--- src/rtl/sine_pkg.sv ---
// Shared constants and types for the sine sample generator.
package sine_pkg;

    localparam int SAMPLE_W = 8;
    localparam int PHASE_W  = 6;

    // Quarter-wave table, round(127*sin(2*pi*k/64)) for k = 0..16.
    localparam logic [SAMPLE_W-1:0] SINE_LUT [17] = '{
        8'd0,   8'd12,  8'd25,  8'd37,  8'd49,  8'd60,  8'd71,  8'd81,
        8'd90,  8'd98,  8'd106, 8'd112, 8'd117, 8'd122, 8'd125, 8'd126,
        8'd127
    };

    typedef enum logic {
        IDLE = 1'b0,
        RUN  = 1'b1
    } state_t;

endpackage

--- src/rtl/sine_sample_gen_if.sv ---
// Control/sample bundle between a sine generator and its consumer.
interface sine_sample_gen_if #(
    parameter int DIV_W    = 16,
    parameter int SAMPLE_W = 8
);
    logic                       en;
    logic                       restart;
    logic [DIV_W-1:0]           div;
    logic signed [SAMPLE_W-1:0] sample_o;
    logic                       valid_o;
    logic [5:0]                 phase_o;

    modport master (
        output en, restart, div,
        input  sample_o, valid_o, phase_o
    );

    modport slave (
        input  en, restart, div,
        output sample_o, valid_o, phase_o
    );
endinterface

--- src/rtl/sine_quarter_lut.sv ---
// Combinational quarter-wave ROM; indices above 16 read as zero.
module sine_quarter_lut
    import sine_pkg::*;
(
    input  logic [4:0]          idx_i,
    output logic [SAMPLE_W-1:0] mag_o
);

    always_comb begin
        mag_o = '0;
        if (idx_i <= 5'd16) begin
            mag_o = SINE_LUT[idx_i];
        end
    end

endmodule

--- src/rtl/sine_sample_gen.sv ---
// Divided-clock sine sample source: 64 samples per period, registered outputs.
module sine_sample_gen #(
    parameter int DIV_W    = 16,
    parameter int SAMPLE_W = 8
) (
    input  logic             clk,
    input  logic             rst,
    sine_sample_gen_if.slave bus
);
    import sine_pkg::*;

    state_t                     state_q, state_d;
    logic [DIV_W-1:0]           cnt_q, cnt_d;
    logic [PHASE_W-1:0]         ph_q, ph_d;
    logic signed [SAMPLE_W-1:0] sample_q, sample_d;
    logic [PHASE_W-1:0]         phase_q, phase_d;
    logic                       valid_q, valid_d;

    logic                         run;
    logic [4:0]                   lut_idx;
    logic [sine_pkg::SAMPLE_W-1:0] mag;
    logic signed [SAMPLE_W-1:0]   mag_ext;
    logic signed [SAMPLE_W-1:0]   sine_val;

    // Odd quadrants read the table backwards; the upper half is negated.
    always_comb begin
        lut_idx = ph_q[4] ? (5'd16 - {1'b0, ph_q[3:0]}) : {1'b0, ph_q[3:0]};
    end

    sine_quarter_lut u_lut (
        .idx_i (lut_idx),
        .mag_o (mag)
    );

    always_comb begin
        mag_ext  = SAMPLE_W'(mag);
        sine_val = ph_q[5] ? -mag_ext : mag_ext;
    end

    always_comb begin
        state_d  = state_q;
        cnt_d    = cnt_q;
        ph_d     = ph_q;
        sample_d = sample_q;
        phase_d  = phase_q;
        valid_d  = 1'b0;
        run      = 1'b0;

        case (state_q)
            IDLE: begin
                if (bus.en) begin
                    state_d = RUN;
                    run     = 1'b1;
                end
            end
            RUN: begin
                if (!bus.en) begin
                    state_d = IDLE;
                end else begin
                    run = 1'b1;
                end
            end
            default: state_d = IDLE;
        endcase

        // Restart wins over a coincident tick in either state.
        if (bus.restart) begin
            cnt_d = '0;
            ph_d  = '0;
        end else if (run) begin
            if (cnt_q >= bus.div) begin
                cnt_d    = '0;
                ph_d     = ph_q + 1'b1;
                sample_d = sine_val;
                phase_d  = ph_q;
                valid_d  = 1'b1;
            end else begin
                cnt_d = cnt_q + 1'b1;
            end
        end
    end

    always_ff @(posedge clk) begin
        if (rst) begin
            state_q  <= IDLE;
            cnt_q    <= '0;
            ph_q     <= '0;
            sample_q <= '0;
            phase_q  <= '0;
            valid_q  <= 1'b0;
        end else begin
            state_q  <= state_d;
            cnt_q    <= cnt_d;
            ph_q     <= ph_d;
            sample_q <= sample_d;
            phase_q  <= phase_d;
            valid_q  <= valid_d;
        end
    end

    assign bus.sample_o = sample_q;
    assign bus.valid_o  = valid_q;
    assign bus.phase_o  = phase_q;

endmodule

--- src/flat_wrapper.sv ---
// flat-port wrapper written by rule: the top's interface ports become plain ports
module sine_sample_gen_flat import sine_pkg::*;
#(
    parameter int DIV_W    = 16,
    parameter int SAMPLE_W = 8
)
  (clk, rst, bus_en, bus_restart, bus_div, bus_sample_o, bus_valid_o, bus_phase_o);
  sine_sample_gen_if #(.DIV_W(DIV_W), .SAMPLE_W(SAMPLE_W)) bus_i ();
  input  logic clk;
  input  logic rst;
  input wire logic [$bits(bus_i.en)-1:0] bus_en;
  input wire logic [$bits(bus_i.restart)-1:0] bus_restart;
  input wire logic [$bits(bus_i.div)-1:0] bus_div;
  output wire logic [$bits(bus_i.sample_o)-1:0] bus_sample_o;
  output wire logic [$bits(bus_i.valid_o)-1:0] bus_valid_o;
  output wire logic [$bits(bus_i.phase_o)-1:0] bus_phase_o;
  assign bus_i.en = bus_en;
  assign bus_i.restart = bus_restart;
  assign bus_i.div = bus_div;
  assign bus_sample_o = bus_i.sample_o;
  assign bus_valid_o = bus_i.valid_o;
  assign bus_phase_o = bus_i.phase_o;
  sine_sample_gen #(.DIV_W(DIV_W), .SAMPLE_W(SAMPLE_W)) u_core (.clk(clk), .rst(rst), .bus(bus_i));
endmodule
--- config.mk ---
export PLATFORM = sky130hd
export DESIGN_NAME = sine_sample_gen_flat
export DESIGN_NICKNAME = d
export VERILOG_FILES = /design/src/rtl/sine_pkg.sv /design/src/rtl/sine_sample_gen_if.sv /design/src/rtl/sine_quarter_lut.sv /design/src/rtl/sine_sample_gen.sv /design/src/flat_wrapper.sv
export SDC_FILE = /design/constraint.sdc
export NUM_CORES = 1
export LEC_CHECK = 0
export ABC_AREA = 0
export BUFFER_PORTS_ARGS = -buffer_cell sky130_fd_sc_hd__buf_2
export CAP_MARGIN = 20
export CELL_PAD_IN_SITES_DETAIL_PLACEMENT = 1
export CELL_PAD_IN_SITES_GLOBAL_PLACEMENT = 1
export CORE_AREA = 10 10 90 92
export DETAILED_ROUTE_END_ITERATION = 12
export DIE_AREA = 0 0 100 102
export GPL_ROUTABILITY_DRIVEN = 0
export PLACE_DENSITY = 0.75
export SETUP_SLACK_MARGIN = 0.1
export SLEW_MARGIN = 20
export SYNTH_ARGS = -nofsm -noshare
export SYNTH_HDL_FRONTEND = slang
export SYNTH_SLANG_ARGS = --single-unit
export TNS_END_PERCENT = 30
--- constraint.sdc ---
create_clock -name clk -period 3.24 [get_ports clk]
set_clock_uncertainty 0.1 [all_clocks]
set_input_delay 0.648 -clock clk [delete_from_list [all_inputs] [get_ports clk]]
set_output_delay 0.648 -clock clk [all_outputs]
set_load 0.03 [all_outputs]
==> flow_metrics.tcl <==
set metrics [dict create \
    outcome "finished clean" \
    num_antenna_cells 0 \
    cap_violations 0 \
    synthesis.area_um2 2650 \
    hold_viol_final 0 \
    ir_drop_mv 0.129 \
    top_layer "met4" \
    rsz0062_at_grt "false" \
    grt_max_degree 21 \
    fin_crit_ps 2900 \
    htreeDepth 2 \
    fin_crit_sh_pct 89.4 \
    grt_first_pass_wirelength_mm 11.9 \
    io_buffers 34 \
    tightest_slew_ps 655 \
    synth_top_area_share_pct 27.9 \
    cp.depth 9 \
    syn_inst 331 \
    cts_root_buf "clkbuf_8" \
    synth_nets 374 \
    synth_area_leaders "dfxtp_1 (28%), ha_1 (11%), nand2_1 (5.1%)" \
    fin_util_pct 47.6 \
    ant_nets 0 \
    slew_violations 0 \
    critical-path-top-delay-family "compound AO/OA/AOI/OAI gates" \
    routed_via_density 5.56 \
    drt_pass1_iterations 4 \
    cts_resized 0 \
    crit_type "flip-flop to flip-flop" \
    ys_seq_elements 37 \
    grt_use_total_pct 13.8 \
    min_path_cells 2 \
    timing.critical_path.buf_inv 1 \
    grt_pass1_vias 2380 \
    cts_tree "done" \
    drt-met1-wl_mm 3.56 \
    clock-sinks 37 \
    start_util_pct 42.2 \
    rows 29 \
    synth_warnings 0 \
    slew_headroom_pct 55.2 \
    drive_gt1_share_pct 17.3 \
    wire_per_inst_um 15.9 \
    dp_hpwl_mm 5.35 \
    clock_path_buffers 2 \
    cp_common_cell "o211ai_1" \
    pin_count 35 \
    antenna_found_initial 0 \
    hold_ws_ps 358 \
    worst_path_largest_cell_delay_ps 630 \
    cpMaxStageDelayCell "a2111oi_0" \
    post-synth-top-count-cell "dfxtp_1" \
    setup_viol 0 \
    vias 2452 \
    synth_cell_types 55 \
    crit_path_start_kind "flip-flop" \
    nNetsFinal 406 \
    crit_chain "inv_1 > ha_1 > mux2_2 > a2111oi_0 > a21oi_1 > o21ai_1 > o211ai_1 > o2111ai_1 > o211ai_1" \
    core-area_um2 6280 \
    wl_met3_um 332 \
    syn_avg_cell_area_um2 8.01 \
    synth_top_area_cell "dfxtp_1" \
    clkTransAtPathRegs_ps 70 \
    dieArea_um2 10200 \
    syn_to_final_growth_pct 12.7 \
    ys_seq_area_share_pct 27.9 \
    hp-class "flip-flop to flip-flop" \
    synth-main-ff-cell "dfxtp_1" \
    cp.required_ps 3310 \
    max_freq_ghz 0.345 \
    insertion_delay_ps 290 \
    setup-tns-final_ps 0 \
    yosys-top-cells-count "dfxtp_1 (37), nand2_1 (36), nor2_1 (26), a21oi_1 (23), ha_1 (23)" \
    p_leak_nw 1.29 \
    wl_met2_mm 3.03 \
    placed_cell_area_um2 2890 \
    drt_wl_total_mm 7.00 \
    die_x_um 100 \
    end_kind "flip-flop" \
    synth_edf_count 0 \
    worstPathMaxFanout 7 \
    powerDensity_nw_per_um2 274 \
    fin_area_um2 2990 \
    worst_ep_arrival_time_ps 2960 \
    drt_iter0_markers 99 \
    cts_buffers 5 \
    fp.dieH_um 102 \
    async_reset_ff_share_pct 0 \
    grt-ovfl-total 0 \
    r2r_setup_slack_ps 340 \
    reg2reg_depth 9 \
    drc 0 \
]
==> layer usage <==
layer,up-vias,global-route usage (%)
li1,1233,-
met1,1175,19.4
met2,38,20.7
met3,6,2.83
met4,0,4.24
met5,-,0
==> placed cells by master, fill, tap and decap left out, types with 2 or more instances in the layout <==
| master | Yosys | final |
|---|---|---|
| nand2b_1 | 5 | 5 |
| and2_1 | 4 | 4 |
| o21ai_1 | 8 | 8 |
| a211o_1 | 4 | 4 |
| a311oi_1 | 2 | 2 |
| ha_1 | 23 | 23 |
| inv_2 | 2 | 2 |
| o21a_1 | 3 | 3 |
| inv_1 | 22 | 22 |
| clkbuf_8 | 0 | 5 |
| or3_1 | 2 | 2 |
| nand4b_1 | 2 | 2 |
| nand2_1 | 36 | 36 |
| buf_2 | 6 | 34 |
| buf_4 | 0 | 10 |
| nand3b_1 | 7 | 7 |
| a2111oi_0 | 2 | 2 |
| xor2_1 | 11 | 11 |
| o21ai_0 | 6 | 6 |
| xnor2_1 | 9 | 9 |
| a211oi_1 | 3 | 3 |
| clkinv_2 | 0 | 2 |
| nand4_1 | 6 | 6 |
| a31oi_1 | 3 | 3 |
| nor2b_1 | 6 | 6 |
| o2111ai_1 | 3 | 3 |
| nand3_1 | 11 | 11 |
| a21oi_1 | 23 | 23 |
| a41oi_1 | 2 | 2 |
| or4_1 | 2 | 2 |
| dfxtp_1 | 37 | 37 |
| mux2i_1 | 7 | 7 |
| o31ai_1 | 2 | 2 |
| and3_1 | 5 | 5 |
| nor2_1 | 26 | 26 |
| nor3_1 | 3 | 3 |
| o211ai_1 | 7 | 7 |
==> state kept, by name, summed over array words and instances (netlist names) <==
signal               cells
u_core.cnt_q            16
u_core.bus.sample_o      8
u_core.bus.phase_o       6
u_core.ph_q              6
u_core.bus.valid_o       1
==> cell families after synthesis <==
| group | share of synthesized area (%) |
|---|---|
| fa+ha+maj | 10.9 |
| flops | 27.9 |
| simple gates | 23.6 |
| xor+xnor | 7.22 |
| mux | 3.07 |
| buf+inv | 6.65 |
| compound gates | 20.7 |
==> repair_timing <==
action / CTS / global route
buffers inserted: 0 / 2
hold buffers: 0 / 0
endpoints found under the setup margin: 0 / 1
==> per-stage QoR <==
step	instances	total power, W	worst slack, ps
after floorplan	331	0.000495	403
after global placement	431	0.000514	18.9
after detailed placement	431	0.000515	108
after CTS	439	0.000833	334
after global routing	441	0.000861	122
final	441	0.000818	344
==> cell type report <==
cell class / count / area [µm²]
tap: 77 / 96.3
clock buffer: 6 / 72.6
multi-input combinational: 251 / 1730
fill: 785 / 3290
inverter: 24 / 90.1
timing repair buffer: 44 / 245
sequential: 37 / 741
clock inverter: 2 / 10.0
==> worst reg2reg max path: stages (launching register included) <==
cell and delay, ps:
dfxtp_1 310, inv_1 240, ha_1 360, mux2_2 290
a2111oi_0 630, a21oi_1 160, o21ai_1 200, o211ai_1 170
o2111ai_1 220, o211ai_1 110
==> path summary, 6_finish.rpt <==
check,from,to
hold / removal,u_core.bus.phase_o[0],u_core.bus.phase_o[0]
setup reg to reg,u_core.ph_q[0],u_core.bus.sample_o[6]
setup / recovery,u_core.ph_q[0],u_core.bus.sample_o[6]
hold reg to reg,u_core.bus.phase_o[0],u_core.bus.phase_o[0]
==> report_power, final <==
| group | switching, W | internal, W | leakage [nW] |
|---|---|---|---|
| clock | 0.000164 | 0.000149 | 0.0450 |
| combinational | 0.0000268 | 0.0000217 | 0.951 |
| sequential | 0.000000833 | 0.000455 | 0.298 |
| total | 0.000192 | 0.000626 | 1.29 |
(Power assumes the default switching activity.)
